**src/rtl/rx_recv_seq.sv**
```systemverilog
// UDP RX receiver: parses start/stop, discovery and write-IP commands and forwards EP2 frame
// bytes to the RX FIFO with sequence, sync, overflow and truncation tracking.
module rx_recv_seq #(
  parameter int PORT           = 1024,
  parameter int FRAMES_PER_PKT = 2,
  parameter int FRAME_BYTES    = 512,
  parameter int CNT_W          = 16,
  parameter bit SEQ_CHECK      = 1'b1
) (
  input  logic             rx_clk,
  input  logic             rst_n,
  input  logic [15:0]      to_port,
  input  logic             broadcast,
  input  logic             rx_valid,
  input  logic [7:0]       rx_data,
  input  logic             rx_fifo_full,
  output logic [7:0]       rx_fifo_data,
  output logic             rx_fifo_enable,
  output logic             frame_start,
  output logic             run,
  output logic             wide_spectrum,
  output logic             discovery_reply,
  output logic             write_ip,
  output logic             seq_err,
  output logic             sync_err,
  output logic [CNT_W-1:0] seq_err_cnt,
  output logic [CNT_W-1:0] sync_err_cnt,
  output logic [CNT_W-1:0] ovf_cnt,
  output logic [CNT_W-1:0] trunc_cnt
);

  // state    | meaning
  // IDLE     | waiting for b0 (EF); only armed once rx_valid has been seen low
  // PRE1     | expecting b1 (FE)
  // PRE2     | command byte b2, dispatch
  // CMD_RUN  | b3 carries run / wide_spectrum bits
  // SEQ      | b3 endpoint check, then b4..b7 big-endian sequence number
  // PAYLOAD  | frame bytes forwarded to the RX FIFO
  // WAIT_END | discard bytes until rx_valid drops
  typedef enum logic [2:0] {IDLE, PRE1, PRE2, CMD_RUN, SEQ, PAYLOAD, WAIT_END} state_t;

  localparam int TOTAL = FRAMES_PER_PKT * FRAME_BYTES;
  localparam int PW    = (TOTAL > 1) ? $clog2(TOTAL) : 1;
  localparam int KW    = (FRAME_BYTES > 1) ? $clog2(FRAME_BYTES) : 1;

  state_t        state;
  logic          armed;
  logic [2:0]    seq_idx;
  logic [23:0]   seq_shift;
  logic [31:0]   seq_exp;
  logic          seq_valid;
  logic [PW-1:0] pay_left;
  logic [KW-1:0] k_cnt;
  logic          hdr_bad;

  logic          port_ok;
  logic [31:0]   seq_rx;
  logic          hdr_bad_nxt;

  function automatic logic [CNT_W-1:0] sat_inc(input logic [CNT_W-1:0] v);
    return (v == '1) ? v : v + 1'b1;
  endfunction

  always_comb begin
    port_ok     = (to_port == 16'(PORT));
    seq_rx      = {seq_shift, rx_data};
    // sync flag restarts on the first byte of every frame
    hdr_bad_nxt = ((k_cnt == '0) ? 1'b0 : hdr_bad) | (rx_data != 8'h7F);
  end

  always_ff @(posedge rx_clk) begin
    if (!rst_n) begin
      state           <= IDLE;
      armed           <= 1'b0;
      seq_idx         <= '0;
      seq_shift       <= '0;
      seq_exp         <= '0;
      seq_valid       <= 1'b0;
      pay_left        <= '0;
      k_cnt           <= '0;
      hdr_bad         <= 1'b0;
      rx_fifo_data    <= '0;
      rx_fifo_enable  <= 1'b0;
      frame_start     <= 1'b0;
      run             <= 1'b0;
      wide_spectrum   <= 1'b0;
      discovery_reply <= 1'b0;
      write_ip        <= 1'b0;
      seq_err         <= 1'b0;
      sync_err        <= 1'b0;
      seq_err_cnt     <= '0;
      sync_err_cnt    <= '0;
      ovf_cnt         <= '0;
      trunc_cnt       <= '0;
    end else begin
      rx_fifo_enable  <= 1'b0;
      frame_start     <= 1'b0;
      discovery_reply <= 1'b0;
      write_ip        <= 1'b0;
      seq_err         <= 1'b0;
      sync_err        <= 1'b0;

      case (state)
        IDLE: begin
          if (!rx_valid) begin
            armed <= 1'b1;
          end else if (armed) begin
            armed <= 1'b0;
            if (rx_data == 8'hEF && port_ok) state <= PRE1;
          end
        end

        PRE1: begin
          if (!rx_valid) begin
            state <= IDLE;
            armed <= 1'b1;
          end else if (rx_data == 8'hFE && port_ok) begin
            state <= PRE2;
          end else begin
            state <= IDLE;
          end
        end

        PRE2: begin
          if (!rx_valid) begin
            state <= IDLE;
            armed <= 1'b1;
          end else begin
            case (rx_data)
              8'h04: state <= CMD_RUN;
              8'h02: begin
                discovery_reply <= broadcast;
                state           <= WAIT_END;
              end
              8'h03: begin
                write_ip <= broadcast & ~run;
                state    <= WAIT_END;
              end
              8'h01: begin
                seq_idx <= '0;
                state   <= SEQ;
              end
              default: state <= WAIT_END;
            endcase
          end
        end

        CMD_RUN: begin
          if (!rx_valid) begin
            state <= IDLE;
            armed <= 1'b1;
          end else begin
            run           <= rx_data[0];
            wide_spectrum <= rx_data[1];
            state         <= WAIT_END;
          end
        end

        SEQ: begin
          if (!rx_valid) begin
            trunc_cnt <= sat_inc(trunc_cnt);
            state     <= IDLE;
            armed     <= 1'b1;
          end else if (seq_idx == 3'd0) begin
            if (rx_data != 8'h02) state <= WAIT_END;
            else seq_idx <= 3'd1;
          end else if (seq_idx != 3'd4) begin
            seq_shift <= {seq_shift[15:0], rx_data};
            seq_idx   <= seq_idx + 3'd1;
          end else begin
            if (SEQ_CHECK && seq_valid && seq_rx != seq_exp) begin
              seq_err     <= 1'b1;
              seq_err_cnt <= sat_inc(seq_err_cnt);
            end
            seq_exp   <= seq_rx + 32'd1;
            seq_valid <= 1'b1;
            pay_left  <= PW'(TOTAL - 1);
            k_cnt     <= '0;
            state     <= PAYLOAD;
          end
        end

        PAYLOAD: begin
          if (!rx_valid) begin
            trunc_cnt <= sat_inc(trunc_cnt);
            state     <= IDLE;
            armed     <= 1'b1;
          end else begin
            if (k_cnt < KW'(3)) begin
              hdr_bad <= hdr_bad_nxt;
              if (k_cnt == KW'(2) && hdr_bad_nxt) begin
                sync_err     <= 1'b1;
                sync_err_cnt <= sat_inc(sync_err_cnt);
              end
            end
            // a full FIFO drops the byte but the frame position still advances
            if (!rx_fifo_full) begin
              rx_fifo_enable <= 1'b1;
              rx_fifo_data   <= rx_data;
              frame_start    <= (k_cnt == '0);
            end else begin
              ovf_cnt <= sat_inc(ovf_cnt);
            end
            k_cnt <= (k_cnt == KW'(FRAME_BYTES - 1)) ? '0 : k_cnt + 1'b1;
            if (pay_left == '0) state <= WAIT_END;
            else pay_left <= pay_left - 1'b1;
          end
        end

        WAIT_END: begin
          if (!rx_valid) begin
            state <= IDLE;
            armed <= 1'b1;
          end
        end

        default: state <= IDLE;
      endcase
    end
  end

endmodule

```
**config.mk**
```make
export PLATFORM = sky130hd
export DESIGN_NAME = rx_recv_seq
export DESIGN_NICKNAME = d
export VERILOG_FILES = /design/src/rtl/rx_recv_seq.sv
export SDC_FILE = /design/constraint.sdc
export NUM_CORES = 1
export LEC_CHECK = 0
export ABC_AREA = 1
export ABC_CLOCK_PERIOD_IN_PS = 3600
export CAP_MARGIN = 20
export CORE_ASPECT_RATIO = 2
export CORE_UTILIZATION = 50
export CTS_CLUSTER_DIAMETER = 40
export DETAILED_ROUTE_END_ITERATION = 12
export GPL_TIMING_DRIVEN = 0
export HOLD_SLACK_MARGIN = 0.02
export MAX_ROUTING_LAYER = met4
export PLACE_DENSITY = 0.72
export SLEW_MARGIN = 20
export SYNTH_ARGS = -nofsm -noshare
export SYNTH_HDL_FRONTEND = slang
export SYNTH_SLANG_ARGS = --single-unit
```
**constraint.sdc**
```tcl
create_clock -name rx_clk -period 3.6 [get_ports rx_clk]
set_input_delay 0.36 -clock rx_clk [delete_from_list [all_inputs] [get_ports rx_clk]]
set_output_delay 0.36 -clock rx_clk [all_outputs]
set_load 0.1 [all_outputs]
```
# --- After elaboration in Yosys (flattened, before gate mapping) ---
# Cells that the tools add are included.
# W data, S select, Z words.
classes:
  n_addsub: 8
  n_lt_le_gt_ge: 1
  eq_ne: 40
  muxes: 42
  bitwise_logic: 14
  n_reduce_logical: 33
ops:
  columns: ["cell", "count"]
  rows:
  - ["$add A16 B1 Y16 const B", 4]
  - ["$eq A16 B16 Y1 const B", 4]
  - ["$mux W3", 18]
  - ["$mux W10", 5]
  - ["$mux W9", 5]
  - ["$add A32 B1 Y32 const B", 1]
  - ["$ne A32 B32 Y1", 1]
  - ["$ne A2 B2 Y1 const B", 12]
  - ["$reduce_and A4 Y1", 6]
  - ["$pmux W3 S7", 1]
  - ["$pmux W10 S2", 1]
  - ["$pmux W9 S2", 1]
  - ["$reduce_and A6 Y1", 3]
  - ["$eq A16 B11 Y1 const B", 1]
  - ["$eq A8 B2 Y1 const B", 2]
  - ["$eq A8 B8 Y1 const B", 2]
  - ["$ne A3 B3 Y1 const B", 4]
  - ["$not A1 Y1", 12]
  - ["$pmux W3 S2", 2]
  - ["$reduce_and A3 Y1", 4]
  - ["$logic_not A10 Y1", 1]
  - ["$reduce_and A5 Y1", 2]
  - ["$sub A10 B1 Y10 const B", 1]
  - ["$add A9 B1 Y9 const B", 1]
  - ["other kinds (27)", 44]
word_totals:
  regBits: 164
  inputBits: 29
  output_inout_bits: 80
  wordCells: 160

# --- Longest topological paths before layout ---
depth:
  depth_word: 6
  mapped_depth: 13
  mapped_depth_nobuf: 12

# --- Worst setup path before layout ---
# OpenSTA, ideal clock, no wires.
synth_path:
  path_kind: "register to register"
  startpoint: "reg seq_err_cnt[0]"
  endpoint: "reg seq_err_cnt[10]"
  setup_ns: 0.070
  t_arrival_ns: 2.453
  t_required_ns: 3.530
  slack_ns: 1.076
  path_stages_with_launch: 11
  n_path_buf: 1
  period_less_slack_ns: 2.524
  cell_sequence: "dfxtp_1 > ha_1 > nand2_1 > nor3b_2 > nand4_1 > nand2_2 > inv_4 > nand3_4 > buf_6 > nand2_1 > a21oi_1"
synth_between:
  elab_chain_cells: 3
  elab_cells_between_ends: 4
  cone_classes: "1 x add/sub; 1 x eq/ne; 1 x bitwise; 1 x reduce/logical"
synth_lines:
  columns: ["item", "line_no", "rtl"]
  rows:
  - ["start: declaration", "26", "output logic [CNT_W-1:0] seq_err_cnt,"]
  - ["start signal: assignment", "173", "seq_err_cnt <= sat_inc(seq_err_cnt);"]
  - ["parallel branches: the longest is 3 deep, another holds $add A16 B1 Y16", null, null]
# Parallel ways; which one is timed is not known.
# A chain may end at the register's enable or synchronous reset.

# --- Worst setup path after layout ---
layout_path:
  startpoint: "in rx_data[1]"
  endpoint: "reg sync_err_cnt[0]"
layout_between:
  elab_chain_cells: 4
layout_lines:
  columns: ["item", "line_no", "rtl"]
  rows:
  - ["start: declaration", "15", "input logic [7:0] rx_data,"]
  - ["$ne A8 B7 Y1", "68", "hdr_bad_nxt = ((k_cnt == '0) ? 1'b0 : hdr_bad) | (rx_data != 8'h7F);"]
  - ["$or A1 B1 Y1", "68", null]
  - ["$logic_and A1 B1 Y1", "191", "if (k_cnt == KW'(2) && hdr_bad_nxt) begin"]
  - ["$reduce_and A5 Y1 (no line)", null, null]
  - ["end signal: assignment", "193", "sync_err_cnt <= sat_inc(sync_err_cnt);"]
  - ["end: declaration", "27", "output logic [CNT_W-1:0] sync_err_cnt,"]
# Every way passes these cells.

==> run_results.csv <==
group,metric,value,unit
global_routing,grt_max_degree,17,
synthesis,syn-num-nets,1446,
global_routing,grt_pass1_wl,46900,um
cts,clkSinkCount,164,
cts,post_cts_resized,0,
hold_path,hold_path.class,"in -> reg",
power_and_ir_drop,power,3.78,mW
critical_path,critPathCaptureType,"flop",
timing,fin_crit,2.78,ns
drt,wire_per_inst,16.7,um
cts,numCtsBuffers,17,
global_routing,globalRouteOverflowTotal,0,
cells_and_area,diodes,0,
power_and_ir_drop,leakage,4.33,nW
synthesis,ys_seq_area_frac,0.352,
cts,clkLatencyLatePin,0.43,ns
power_and_ir_drop,p_per_area,337,mW/mm^2
drt,routed_wl,29200,um
timing,rsz0062_at_grt,"false",
cts,cts_tree,"yes",
critical_path,cp_max_fo,10,
synthesis,synth.distinct_cells,46,
placed_design,post-dp-hpwl,22300,um
cts,post-cts-setup-buffer-count,0,
synthesis,synth_warnings,0,
cts,ctsRootBufferMaster,"clkbuf_16",
placed_design,place_inst,1721,
timing,finalCritPeriodShare,0.772,
critical_path,crit_required,3.89,ns
drt,ant_nets,0,
cts,hold_buffers,0,
cells_and_area,area_growth,20.2,%
critical_path,arrival,3.07,ns
synthesis,synthCells,1401,
timing,holdWs,0.302,ns
cells_and_area,final_nets,1569,
timing,setup_viol,0,
critical_path,r2r_cells,7,
cells_and_area,fin_cells,1751,
drt,drt_pass1_iterations,7,
floorplan,ios,109,
floorplan,dieArea,0.0193,sq mm
cts,clockBufferDepth,2,
critical_path,critical_path_class,"in -> reg",
timing,finalHoldViolations,0,
global_routing,grt_pass1_vias,9619,
floorplan,die_x,98.6,um
power_and_ir_drop,peakVddDrop,299,uV
floorplan,die-height,195,um
cts,h-tree-depth,4,
synthesis,avgSynthCellArea,6.66,sq um
synthesis,synth_seq_cells,164,
global_routing,antenna_found_initial,0,
drt,drtIter0Drc,481,
cells_and_area,layout_commonest_cell,"nand2_1",
floorplan,start_util,0.510,
floorplan,rows,70,
timing,slew_violations,0,
timing,tightest_slew,1.01,ns
timing,skew,0.00980,ns
critical_path,start_kind,"primary input",
outcome,outcome,"finished clean",
timing,slew_headroom,0.327,
timing,tns,0,ns
job,max_cap_viol_count,0,
cells_and_area,mostFrequentLayoutCells,"nand2_1 (294), nor2_1 (184), inv_1 (169), dfxtp_1 (164), a21oi_1 (122)",
cts,clk_pin_slew,0.06,ns
placed_design,io_buffers,104,
global_routing,grtUsageTotal,0.323,
placed_design,dp_slack,0.484,ns
hold_path,min_path_cells,3,
timing,max_freq,360,MHz
synthesis,syn-cell-area,0.00934,sq mm
cells_and_area,drive_above_1_share,0.0619,
drt,vias,9611,
timing,fin_ws,0.820,ns
drt,drc,0,
floorplan,core,0.0183,sq mm
placed_design,place_congestion,0.991,
drt,detail_route.vias_per_cell,5.49,
-- cells in the mapped netlist, drive strengths merged --
cell | instances | area, sq um
nand2 | 301 | 1160
nor2 | 193 | 771
inv | 179 | 674
dfxtp | 164 | 3280
a21oi | 125 | 644
nand3 | 82 | 440
o21ai | 82 | 410
nand4 | 50 | 313
nor3 | 47 | 267
xor2 | 39 | 342
xnor2 | 29 | 254
buf | 26 | 165
clkbuf | 26 | 97.6
ha | 16 | 200
o211ai | 9 | 67.6
or2 | 5 | 31.3
a211oi | 4 | 30.0
nor4 | 4 | 25.0
o21bai | 4 | 30.0
a31oi | 3 | 18.8
nand3b | 3 | 22.5
nor3b | 3 | 27.5
o21a | 2 | 15.0
o31ai | 2 | 15.0
a21boi | 1 | 18.8
a311oi | 1 | 8.76
and2 | 1 | 6.26
-- state kept, by name (all words and copies together), names as in the netlist, 9 cells and up --
signal / count
ovf_cnt: 16
seq_err_cnt: 16
trunc_cnt: 16
pay_left: 10
seq_exp: 32
sync_err_cnt: 16
seq_shift: 24
k_cnt: 9
-- layer usage --
layer	track usage	up-vias	routed length, um
li1	-	4783	-
met1	0.278	4415	10000
met2	0.615	279	16100
met3	0.0412	134	884
met4	0.248	0	2230
met5	-	-	0
-- power breakdown --
| group | switching (mW) | internal (mW) |
|---|---|---|
| Clock | 0.745 | 1.08 |
| Combinational | 0.0937 | 0.0477 |
| Sequential | 0.000367 | 1.81 |
-- worst max-delay path: stages --
cell,delay [ns]
clkdlybuf4s50_1,0.65
ha_1,0.26
inv_1,0.06
nor2_1,0.17
nand2_1,0.14
nor3_1,0.56
nand2_1,0.28
nand4_1,0.17
buf_4,0.19
xor2_1,0.16
nor2_1,0.05
-- area by class of cell --
type	instances	area, sq um
Sequential cell	164	3280
Tap cell	216	270
Buffer	52	263
Clock inverter	10	135
Multi-Input combinational cell	1006	5110
Fill cell	1776	7090
Inverter	179	674
Timing Repair Buffer	104	1040
Clock buffer	20	437
-- logic make-up (layout without fill, tap and decap cells) --
family                     Yosys count  after routing  synth area share
DFF                                164            164             0.352
xor gates and xnor gates            68             68            0.0638
adders and majority gates           16             16            0.0214
buffers and inverters              231            365             0.100
AOI/OAI and AO/OA                  233            233             0.135
and+or+nand+nor                    689            689             0.328
-- stage by stage --
stage,util,area [sq um]
CTS,0.613,11200
global route,0.613,11200
floorplan,-,9340
finish,0.613,11200
detailed placement,0.582,10600
global placement,0.582,10600
-- final timing paths --
kind	slack, ns	start	to
worst max register to register	1.39	seq_idx[0]	pay_left[2]
worst min-delay path	0.30	rx_data[2]	seq_exp[2]
worst max-delay path	0.82	rx_data[1]	sync_err_cnt[0]
worst min register to register	0.47	hdr_bad	hdr_bad
No activity file was read; power rests on OpenSTA's default activity.
